===== config.mk =====
export PLATFORM = sky130hd
export DESIGN_NAME = alu_op_issuer
export DESIGN_NICKNAME = d
export VERILOG_FILES = /design/src/rtl/alu_op_issuer.sv
export SDC_FILE = /design/constraint.sdc
export NUM_CORES = 1
export LEC_CHECK = 0
export ABC_AREA = 1
export CAP_MARGIN = 20
export CELL_PAD_IN_SITES_DETAIL_PLACEMENT = 1
export CELL_PAD_IN_SITES_GLOBAL_PLACEMENT = 1
export CORE_ASPECT_RATIO = 1.75
export CORE_MARGIN = 10
export CORE_UTILIZATION = 32
export DETAILED_ROUTE_END_ITERATION = 16
export HOLD_SLACK_MARGIN = 0.15
export PLACE_DENSITY = 0.89
export SYNTH_ARGS = -nofsm -noshare
export SYNTH_HDL_FRONTEND = slang
export SYNTH_SLANG_ARGS = --single-unit

===== constraint.sdc =====
create_clock -name clk -period 3.01 [get_ports clk]
set_input_delay 0.602 -clock clk [delete_from_list [all_inputs] [get_ports clk]]
set_output_delay 0.602 -clock clk [all_outputs]
set_load 0.005 [all_outputs]

===== src/rtl/alu_op_issuer.sv =====
// Drives one operation per request into the ALU (optionally as two staggered operand beats), then returns the result.
// Latency: first beat 1 cycle after accept, response L+1 cycles after the last beat; only IDLE accepts; RESP holds until rsp_ready.
module alu_op_issuer #(
    parameter int DATA_WIDTH = 8,
    parameter int CMD_WIDTH  = 4,
    parameter int MAX_SKEW   = 16,
    parameter int OP_LAT     = 1,
    parameter int MUL_LAT    = 2
) (
    input  logic                    clk,
    input  logic                    rst,
    input  logic                    req_valid,
    output logic                    req_ready,
    input  logic [DATA_WIDTH-1:0]   req_opa,
    input  logic [DATA_WIDTH-1:0]   req_opb,
    input  logic [CMD_WIDTH-1:0]    req_cmd,
    input  logic                    req_mode,
    input  logic                    req_cin,
    input  logic [1:0]              req_order,
    input  logic [4:0]              req_gap,
    output logic                    alu_ce,
    output logic [DATA_WIDTH-1:0]   alu_opa,
    output logic [DATA_WIDTH-1:0]   alu_opb,
    output logic                    alu_mode,
    output logic [CMD_WIDTH-1:0]    alu_cmd,
    output logic                    alu_cin,
    output logic [1:0]              alu_inp_valid,
    input  logic [2*DATA_WIDTH-1:0] alu_res,
    output logic                    rsp_valid,
    input  logic                    rsp_ready,
    output logic [2*DATA_WIDTH-1:0] rsp_res,
    output logic                    rsp_clamped
);

    typedef enum logic [2:0] {
        S_IDLE, S_BEAT1, S_GAP, S_BEAT2, S_WAIT, S_RESP
    } state_t;

    localparam logic [4:0] GAP_MAX = 5'(MAX_SKEW - 1);
    localparam logic [4:0] LAT_OP  = 5'(OP_LAT);
    localparam logic [4:0] LAT_MUL = 5'(MUL_LAT);

    state_t                  state_q, state_d;
    logic [DATA_WIDTH-1:0]   opa_q, opa_d;
    logic [DATA_WIDTH-1:0]   opb_q, opb_d;
    logic [CMD_WIDTH-1:0]    cmd_q, cmd_d;
    logic                    mode_q, mode_d;
    logic                    cin_q, cin_d;
    logic [1:0]              order_q, order_d;
    logic [4:0]              gap_q, gap_d;
    logic                    clamped_q, clamped_d;
    logic [4:0]              cnt_q, cnt_d;
    logic [2*DATA_WIDTH-1:0] res_q, res_d;

    logic       split;
    logic       is_mul;
    logic [4:0] lat_m1;

    assign split  = (order_q == 2'b01) || (order_q == 2'b10);
    assign is_mul = mode_q && ((cmd_q == CMD_WIDTH'(9)) || (cmd_q == CMD_WIDTH'(10)));
    assign lat_m1 = (is_mul ? LAT_MUL : LAT_OP) - 5'd1;

    always_comb begin
        state_d       = state_q;
        opa_d         = opa_q;
        opb_d         = opb_q;
        cmd_d         = cmd_q;
        mode_d        = mode_q;
        cin_d         = cin_q;
        order_d       = order_q;
        gap_d         = gap_q;
        clamped_d     = clamped_q;
        cnt_d         = cnt_q;
        res_d         = res_q;
        alu_ce        = 1'b0;
        alu_inp_valid = 2'b00;
        case (state_q)
            S_IDLE: begin
                if (req_valid) begin
                    opa_d     = req_opa;
                    opb_d     = req_opb;
                    cmd_d     = req_cmd;
                    mode_d    = req_mode;
                    cin_d     = req_cin;
                    order_d   = req_order;
                    clamped_d = req_gap > GAP_MAX;
                    gap_d     = (req_gap > GAP_MAX) ? GAP_MAX : req_gap;
                    state_d   = S_BEAT1;
                end
            end
            S_BEAT1: begin
                alu_ce        = 1'b1;
                alu_inp_valid = !split ? 2'b11 : (order_q == 2'b01 ? 2'b01 : 2'b10);
                if (!split) begin
                    cnt_d   = lat_m1;
                    state_d = S_WAIT;
                end else if (gap_q == 5'd0) begin
                    state_d = S_BEAT2;
                end else begin
                    cnt_d   = gap_q - 5'd1;
                    state_d = S_GAP;
                end
            end
            S_GAP: begin
                alu_ce = 1'b1;
                if (cnt_q == 5'd0) begin
                    state_d = S_BEAT2;
                end else begin
                    cnt_d = cnt_q - 5'd1;
                end
            end
            S_BEAT2: begin
                alu_ce        = 1'b1;
                alu_inp_valid = (order_q == 2'b01) ? 2'b10 : 2'b01;
                cnt_d         = lat_m1;
                state_d       = S_WAIT;
            end
            S_WAIT: begin
                alu_ce = 1'b1;
                // Last WAIT cycle is cycle B+L: capture the result at its closing edge.
                if (cnt_q == 5'd0) begin
                    res_d   = alu_res;
                    state_d = S_RESP;
                end else begin
                    cnt_d = cnt_q - 5'd1;
                end
            end
            S_RESP: begin
                if (rsp_ready) begin
                    state_d = S_IDLE;
                end
            end
            default: state_d = S_IDLE;
        endcase
    end

    always_ff @(posedge clk) begin
        if (rst) begin
            state_q   <= S_IDLE;
            opa_q     <= '0;
            opb_q     <= '0;
            cmd_q     <= '0;
            mode_q    <= 1'b0;
            cin_q     <= 1'b0;
            order_q   <= 2'b00;
            gap_q     <= 5'd0;
            clamped_q <= 1'b0;
            cnt_q     <= 5'd0;
            res_q     <= '0;
        end else begin
            state_q   <= state_d;
            opa_q     <= opa_d;
            opb_q     <= opb_d;
            cmd_q     <= cmd_d;
            mode_q    <= mode_d;
            cin_q     <= cin_d;
            order_q   <= order_d;
            gap_q     <= gap_d;
            clamped_q <= clamped_d;
            cnt_q     <= cnt_d;
            res_q     <= res_d;
        end
    end

    // Gated by rst so nothing is accepted (or advertised) while reset is held.
    assign req_ready   = (state_q == S_IDLE) && !rst;
    assign rsp_valid   = (state_q == S_RESP);
    assign rsp_res     = res_q;
    assign rsp_clamped = clamped_q;
    assign alu_opa     = opa_q;
    assign alu_opb     = opb_q;
    assign alu_cmd     = cmd_q;
    assign alu_mode    = mode_q;
    assign alu_cin     = cin_q;

endmodule


==> results of run 1 <==
## worst min-delay path, delay by kind of cell (launching register included)
family / cells / cell delay (ps)
and+or+nand+nor: 1 / 60
AOI/OAI and AO/OA: 1 / 50
DFF: 1 / 310
## layer usage
layer	vias up	GRT usage [%]
met2	47	27.93
met5	-	0
met4	0	5.790
met3	12	3.663
li1	1226	-
met1	1144	13.27
## layout by cell type (no fill, tap or decap)
cell             count
a31oi_1              1
nand3_1             11
a21oi_1             28
inv_1               24
o22ai_1              2
dfxtp_1             54
nand2_2              2
inv_6                1
o21ai_0             27
nor2_4               2
nand3_2              3
nand2_1             78
xnor2_1              1
nand3_4              1
nand3b_1             2
clkdlybuf4s50_1     92
xor2_1               1
o211ai_1             1
buf_4                4
clkinv_2             1
ha_1                 5
inv_2                3
clkinv_1             1
nor2_2               1
clkbuf_16            5
nor2_1              54
nor3_1               6
a211oi_1             4
nand4_1              1
nand2_4              1
## per-stage QoR
stage | instance area, µm² | hold WS, ps | util, %
3_3_place_gp | 3358 | 451.7 | 46.43
4_1_cts | 3497 | 470.5 | 48.35
5_1_grt | 3497 | 492.1 | 48.35
6_report | 3497 | 466.1 | 48.35
3_5_place_dp | 3358 | 460.7 | 46.43
2_1_floorplan | 2365 | 456.9 | -
## state kept, by name, indices dropped and copies added, names as in the netlist
name	count
alu_cin	1
alu_cmd	4
alu_mode	1
alu_opa	8
alu_opb	8
cnt_q	5
gap_q	5
order_q	2
rsp_clamped	1
rsp_res	16
state_q	3
## power groups by stage
| stage | Sequential, mW | Clock (mW) | Combinational, mW |
|---|---|---|---|
| after detailed placement | 1.03 | 0 | 1.40 |
| final | 1.01 | 0.575 | 1.38 |
| after CTS | 1.01 | 0.586 | 1.41 |
| after floorplan | 1.02 | 0 | 0.797 |
| after global placement | 1.01 | 0 | 1.35 |
| after global routing | 1.04 | 0.607 | 1.57 |
## logic make-up (layout without fill, tap and decap cells)
group                    after synthesis  count (layout)  synth area share (%)
adder cells (fa/ha/maj)                5               5                 2.646
XOR/XNOR                               2               2                0.7409
AND/OR/NAND/NOR                      162             162                 29.68
buffers and inverters                 40             131                 7.196
AO/OA/AOI/OAI                         63              63                 14.02
flip-flops                            54              54                 45.71
## area by class of cell
cell class                 count  area share [%]
timing repair buffer          96           27.19
multi-input combinational    232           31.84
clock inverter                 2          0.3936
inverter                      28           3.005
tap                           86           3.077
clock buffer                   5           3.578
sequential                    54           30.91
## worst paths after layout
check	startpoint	end	slack, ps	depth (start not counted)
worst min register to register	alu_opa[6]	alu_opa[6]	470	2
worst max-delay path	state_q[2]	alu_inp_valid[1]	620	4
worst min-delay path	alu_opa[6]	alu_opa[6]	470	2
worst max register to register	cnt_q[0]	rsp_res[2]	1260	7
==> out/results.txt, run 1 <==
Grouping stages by cell kind, the critical path spends the most delay in buffers and inverters. Synthesis instantiated 29 different standard cells from the library. The floorplan has 41 rows.

The logs give 19.4% for the portion of total power attributed to the clock network and 1790 ps for the arrival time of the worst setup path. The hold violation count in the final report is 0. The Yosys step of the flow raised 0 warnings. Dividing the synthesized area by the synthesized cell count gives 7.254 µm². Timing analysis after detailed placement gives a worst setup slack of 684.1 ps. Relative to the synthesized area, the layout overhead comes to 47.88%. The initial antenna violation count is 0. After clock tree synthesis, the clock-pin slew on the worst setup and hold paths is 70 ps.

For the diode insertion count for antenna repair, the log shows 0. The tool flagged a number of max-cap violations equal to 0. For the total core area, the log shows 7233 µm². STA classifies the critical path startpoint as a flip-flop.

The type of element capturing the critical path was a primary output. The run gives 13.25 mm as the first-pass GRT wire length. The flow ran to the end, and the final reports show no timing, DRC or antenna violations. By area the synthesized netlist is led by dfxtp_1, nand2_1, nor2_1. Summing over every cut layer, the via total after detailed routing is 2429.

Among all cell types in the netlist, the one instantiated most often is nand2_1. In this run the top signal layer used is met4. The top cell type by area accounts for 45.71% of the synthesized area.

For this run, the total global-route usage over all layers was measured as 14.30%. Buffers inserted to repair hold after CTS numbered 0. For the number of global-route vias before repair, the log shows 2651.

The biggest fanout along the worst timing path is 9, and the post-synth net total is 380. The synthesized design spends more area on one cell type than any other, namely dfxtp_1. The clock latency on the worst-skew pair is 290 ps, and the number of standard cells after synthesis is 326.

Adding up every negative setup slack in the final design gives 0 ps. The final number of max-transition violations was 0. Across the VDD grid, the largest voltage drop is 510.3 µV. The effective utilization at floorplan was 32.69%; the worst setup margin was 615.6 ps. After filler insertion, the fill cell instance count of the layout stands at 900. The net count of the finished layout is 471.

The slowest stage of the critical path belongs to the cell clkdlybuf4s50_1. Counting instances in the post-synthesis netlist gives the leading cell types as nand2_1, dfxtp_1, nor2_1. Worst hold path class: reg2reg. For this design the ratio of total power to cell area is 849.1 nW/µm². For this run, asynchronously set or reset flops after synthesis account for 0%.

The multi-input combinational cell area is 1114 µm², and the detailed route wirelength on metal2 is 4.819 mm. For the DRC violation count after routing, the log shows 0. After legalization and detailed placement, the total HPWL measured 6.497 mm. The commonest register cell after synthesis is dfxtp_1. The number of port buffers is 92.

The logs give 1.143 mW for the switching power and 2.969 mW for the overall power consumption. The signal on the critical path passes through inv_2 -> nand3_2 -> o21ai_0 -> clkdlybuf4s50_1. Wires add up to 8.166 mm. In this run, the combinational gates consume 46.5% of the power.

The x dimension of the die is 84.99 µm. The design internal power was 1.826 mW; the ratio of final minimum period to clock period was 79.55%. The clock arrives with 3.542 ps of skew. The number of H-tree levels is 2.

The run gives 0 as the setup violation total in the final timing report. After synthesis the netlist holds a flip-flop and latch count of 54. The number of buffers created by CTS is 5, and the largest net degree at the start of global routing is 29.

The relative slew slack was 74.53%; the number of setup buffers added after CTS was 0. For this run, the detailed router's first-pass iteration total came to 4. In the final layout, flip-flops and latches occupy 1081 µm². The analysis attributes to cell leakage a power of 1.445 nW. Dividing the detail-routed wire length by the instance count gives 16.23 µm.

The maximum single-stage delay on the critical path was 550 ps; the final antenna-violating net count was 0. Registers are responsible for 34.1% of the overall power. The die covers 11360 µm². The sum of buffers and inverters on the critical path was 2; the number of enable flip-flop cells after synthesis was 0. For the pin with the worst max-slew slack, the measured transition is 381.1 ps. The synthesized netlist occupies a cell area of 2365 µm².

The count of instances resized after the clock tree is built was 0; the net switching fraction of the power was 38.49%. TritonCTS built the clock tree. Sequential elements use 45.71% of the synthesized area. The post-route minimum period was 2394 ps; the count of clock tree sinks was 54. The share of final-layout standard cells stronger than drive strength 1 works out to 5.755%. CTS placed an instance of clkbuf_16 at the clock tree root. Leaving out filler cells and counting taps, the final layout contains 503. For this design the top-level I/O count stands at 93. The maximum count of clock buffers along a single path came out at 2. The routed design uses 344 µm of met3 wire. For the initial detailed-routing violation count, the log shows 82. For this run the aggregate overflow at the end of global routing stands at 0. Per-cell via count in the routed design: 4.829.

The classification of the worst setup path was reg2out. Static timing analysis puts the maximum clock frequency at 0.4176 GHz. Data on the critical path is required at its endpoint by 2410 ps. The run gives 0.7414 as the weighted congestion at the end of routability-driven global placement.

The detailed router put a total of 2.823 mm of wire on met1. Setup repair after global routing left no endpoint under its margin. In this run the vertical extent of the chip is 133.7 µm. Including well taps, the total number of placed cells is 496.
No activity file was read; power rests on OpenSTA's default activity.
==> run 2: changes to the inputs <==
CORE_UTILIZATION = 30   (was 32)
PLACE_DENSITY = 0.85   (was 0.89)
clock period = 2.5 ns   (was 3.01 ns; I/O delays follow)
==> out/results.txt, run 2 (same netlist as run 1, synthesis figures left out) <==
The placed instances occupy a cell area of 3373 µm². VDD sags by at most 609.8 µV. The number of global-route vias before repair is 2629, and the count of clock tree sinks is 54. The longest clock path from root to sink contains 2 buffers.

The top-level I/O count came out at 93. In this run the worst path has a maximum fanout of 5. The worst setup path is launched from a flip-flop. The analysis attributes to cell leakage a power of 1.444 nW. Of the cells placed in the final design, the portion with a size suffix greater than 1 is 5.516%. The tools report the effective utilization at floorplan as 31.03%. The number of port buffers is 92, and the weighted congestion at the end of routability-driven global placement is 0.8651. Final hold analysis gives a worst-case slack of 464.7 ps. Setup repair after global routing left no endpoint under its margin. In the final routed layout, each cell accounts on average for 16.40 µm.

Dividing the detail-routed via count by the number of cells gives 4.861. The relative slew slack was 76.06%. The classification of the worst setup path was reg2out.

After clock tree synthesis, the clock-pin slew on the worst setup and hold paths is 70 ps. Once layout is done, the placed cells without fillers occupy 3508 µm². In this run the post-CTS setup repair buffer count came out at 0. The die covers 11970 µm². The tools report the worst clock skew on the final layout as 3.553 ps. The highest layer used for signal routing is met4.

Entering global routing, the biggest net connects 28 pins. The tools report the hold violation count in the final report as 0. At the worst endpoint, the arrival time is 1870 ps. The worst endpoint required time is 2000 ps, and the power per cell area is 1022 nW/µm². The logs give 0 for the number of max-cap violations and 0 for the DRC violation count after routing.

The cell sitting at the root of the clock tree is a clkbuf_16. Global routing used 13.78% of the available tracks. The smallest clock period supported by the final layout is computed as 2372 ps. The type of element capturing the critical path was a primary output. CTS built an H-tree with a depth of 2. The number of flip-flops under the largest register name is 16.

The x dimension of the die came out at 87.12 µm. In the final routing, the length of wire on met1 measures 2.842 mm. The top cell types in the final layout, fill and taps aside, are clkdlybuf4s50_1, nand2_1, dfxtp_1. The site row count was 42. The logs give 0 for the setup violation total in the final timing report and 0 for the final antenna-violating net count. In the final timing run, aggregate negative setup slack is 0 ps. 0 antenna diodes ended up in the layout.

The die is 137.5 µm tall. The area growth from synthesis to layout is 48.36%. The tools report the final number of max-transition violations as 0.

The total iterations of the first detailed-routing run is 4. Global routing finished with a remaining overflow of 0. The slew at the pin closest to its max-slew limit was 358.2 ps. TritonCTS built the clock tree. The ratio of final minimum period to clock period was 94.89%; the first-pass GRT wire length was 13.25 mm. The net count of the finished layout is 471. The tools report the wire length on met3 as 410 µm. The region available for standard cell placement spans 7620 µm². The maximum clock frequency is 0.4216 GHz, and the overall via count from detail_route is 2455. The path class of the tightest hold or removal check is reg2reg. The setup check on the worst reg-to-reg path leaves a slack of 750 ps.

Counting the buffers created by CTS gives 5. The run gives 8.283 mm as the final routed wirelength across all metal layers. Most common cell after layout, fill and taps aside: clkdlybuf4s50_1. The HPWL reported at the end of detailed placement came out at 6.560 mm. For the worst-skew pair, the clock arrives at the later sink with an insertion delay of 290 ps. The initial antenna violation count is 0, and the initial detailed-routing violation count is 80. The detailed route wirelength on metal2 is 4.657 mm. The run finished with clean final reports.
## run 2: changes by cell type in the layout (fill, tap and decap cells not counted), sizes merged
cell,change
clkbuf,+2
clkinv,-1
inv,-1
## run 2: final timing paths
kind,start,to,cells past startpoint
worst max-delay path,state_q[0],req_ready,4
worst min-delay path,alu_opa[1],alu_opa[1],2
worst max register to register,cnt_q[0],rsp_res[6],7
worst min register to register,alu_opa[1],alu_opa[1],2
## run 2: final cells by class
| cell class | instances | area, µm² |
|---|---|---|
| Clock buffer | 7 | 132.6 |
| Fill cell | 952 | 4111 |
| Inverter | 28 | 105.1 |
| Multi-Input combinational cell | 232 | 1116 |
| Sequential cell | 54 | 1081 |
| Tap cell | 88 | 110.1 |
| Timing Repair Buffer | 96 | 963.4 |
## run 2: stage by stage
stage,cells,setup WS [ps],utilization (%),power (mW)
floorplan,326,966.1,-,2.187
global placement,498,175.3,44.27,2.890
detailed placement,498,163.7,44.27,2.956
CTS,505,99.77,46.04,3.642
global route,505,54.15,46.04,3.881
finish,505,127.8,46.04,3.586
## run 2: metal layers
metal / vias to the layer above / global-route usage (%)
met2: 48 / 25.27
li1: 1227 / -
met4: 0 / 8.007
met5: - / 0
met1: 1167 / 13.24
met3: 13 / 3.726
## run 2: critical path, stage by stage (launching register included)
cell             delay [ps]
dfxtp_1                 380
nor2_4                  200
nand2_1                 190
nor2_2                  250
clkdlybuf4s50_1         550
## run 2: power breakdown
part	total, mW	internal [mW]	switching [mW]
Combinational	1.70	0.754	0.944
Clock	0.665	0.367	0.298
Sequential	1.22	1.08	0.143
Total	3.59	2.20	1.38
## run 2: repair_timing
item / in CTS / in global routing
gates resized for setup: 1 / 0
endpoints found under the setup margin: 1 / 0
hold buffers: 0 / 0
endpoints found under the hold margin: 0 / 0
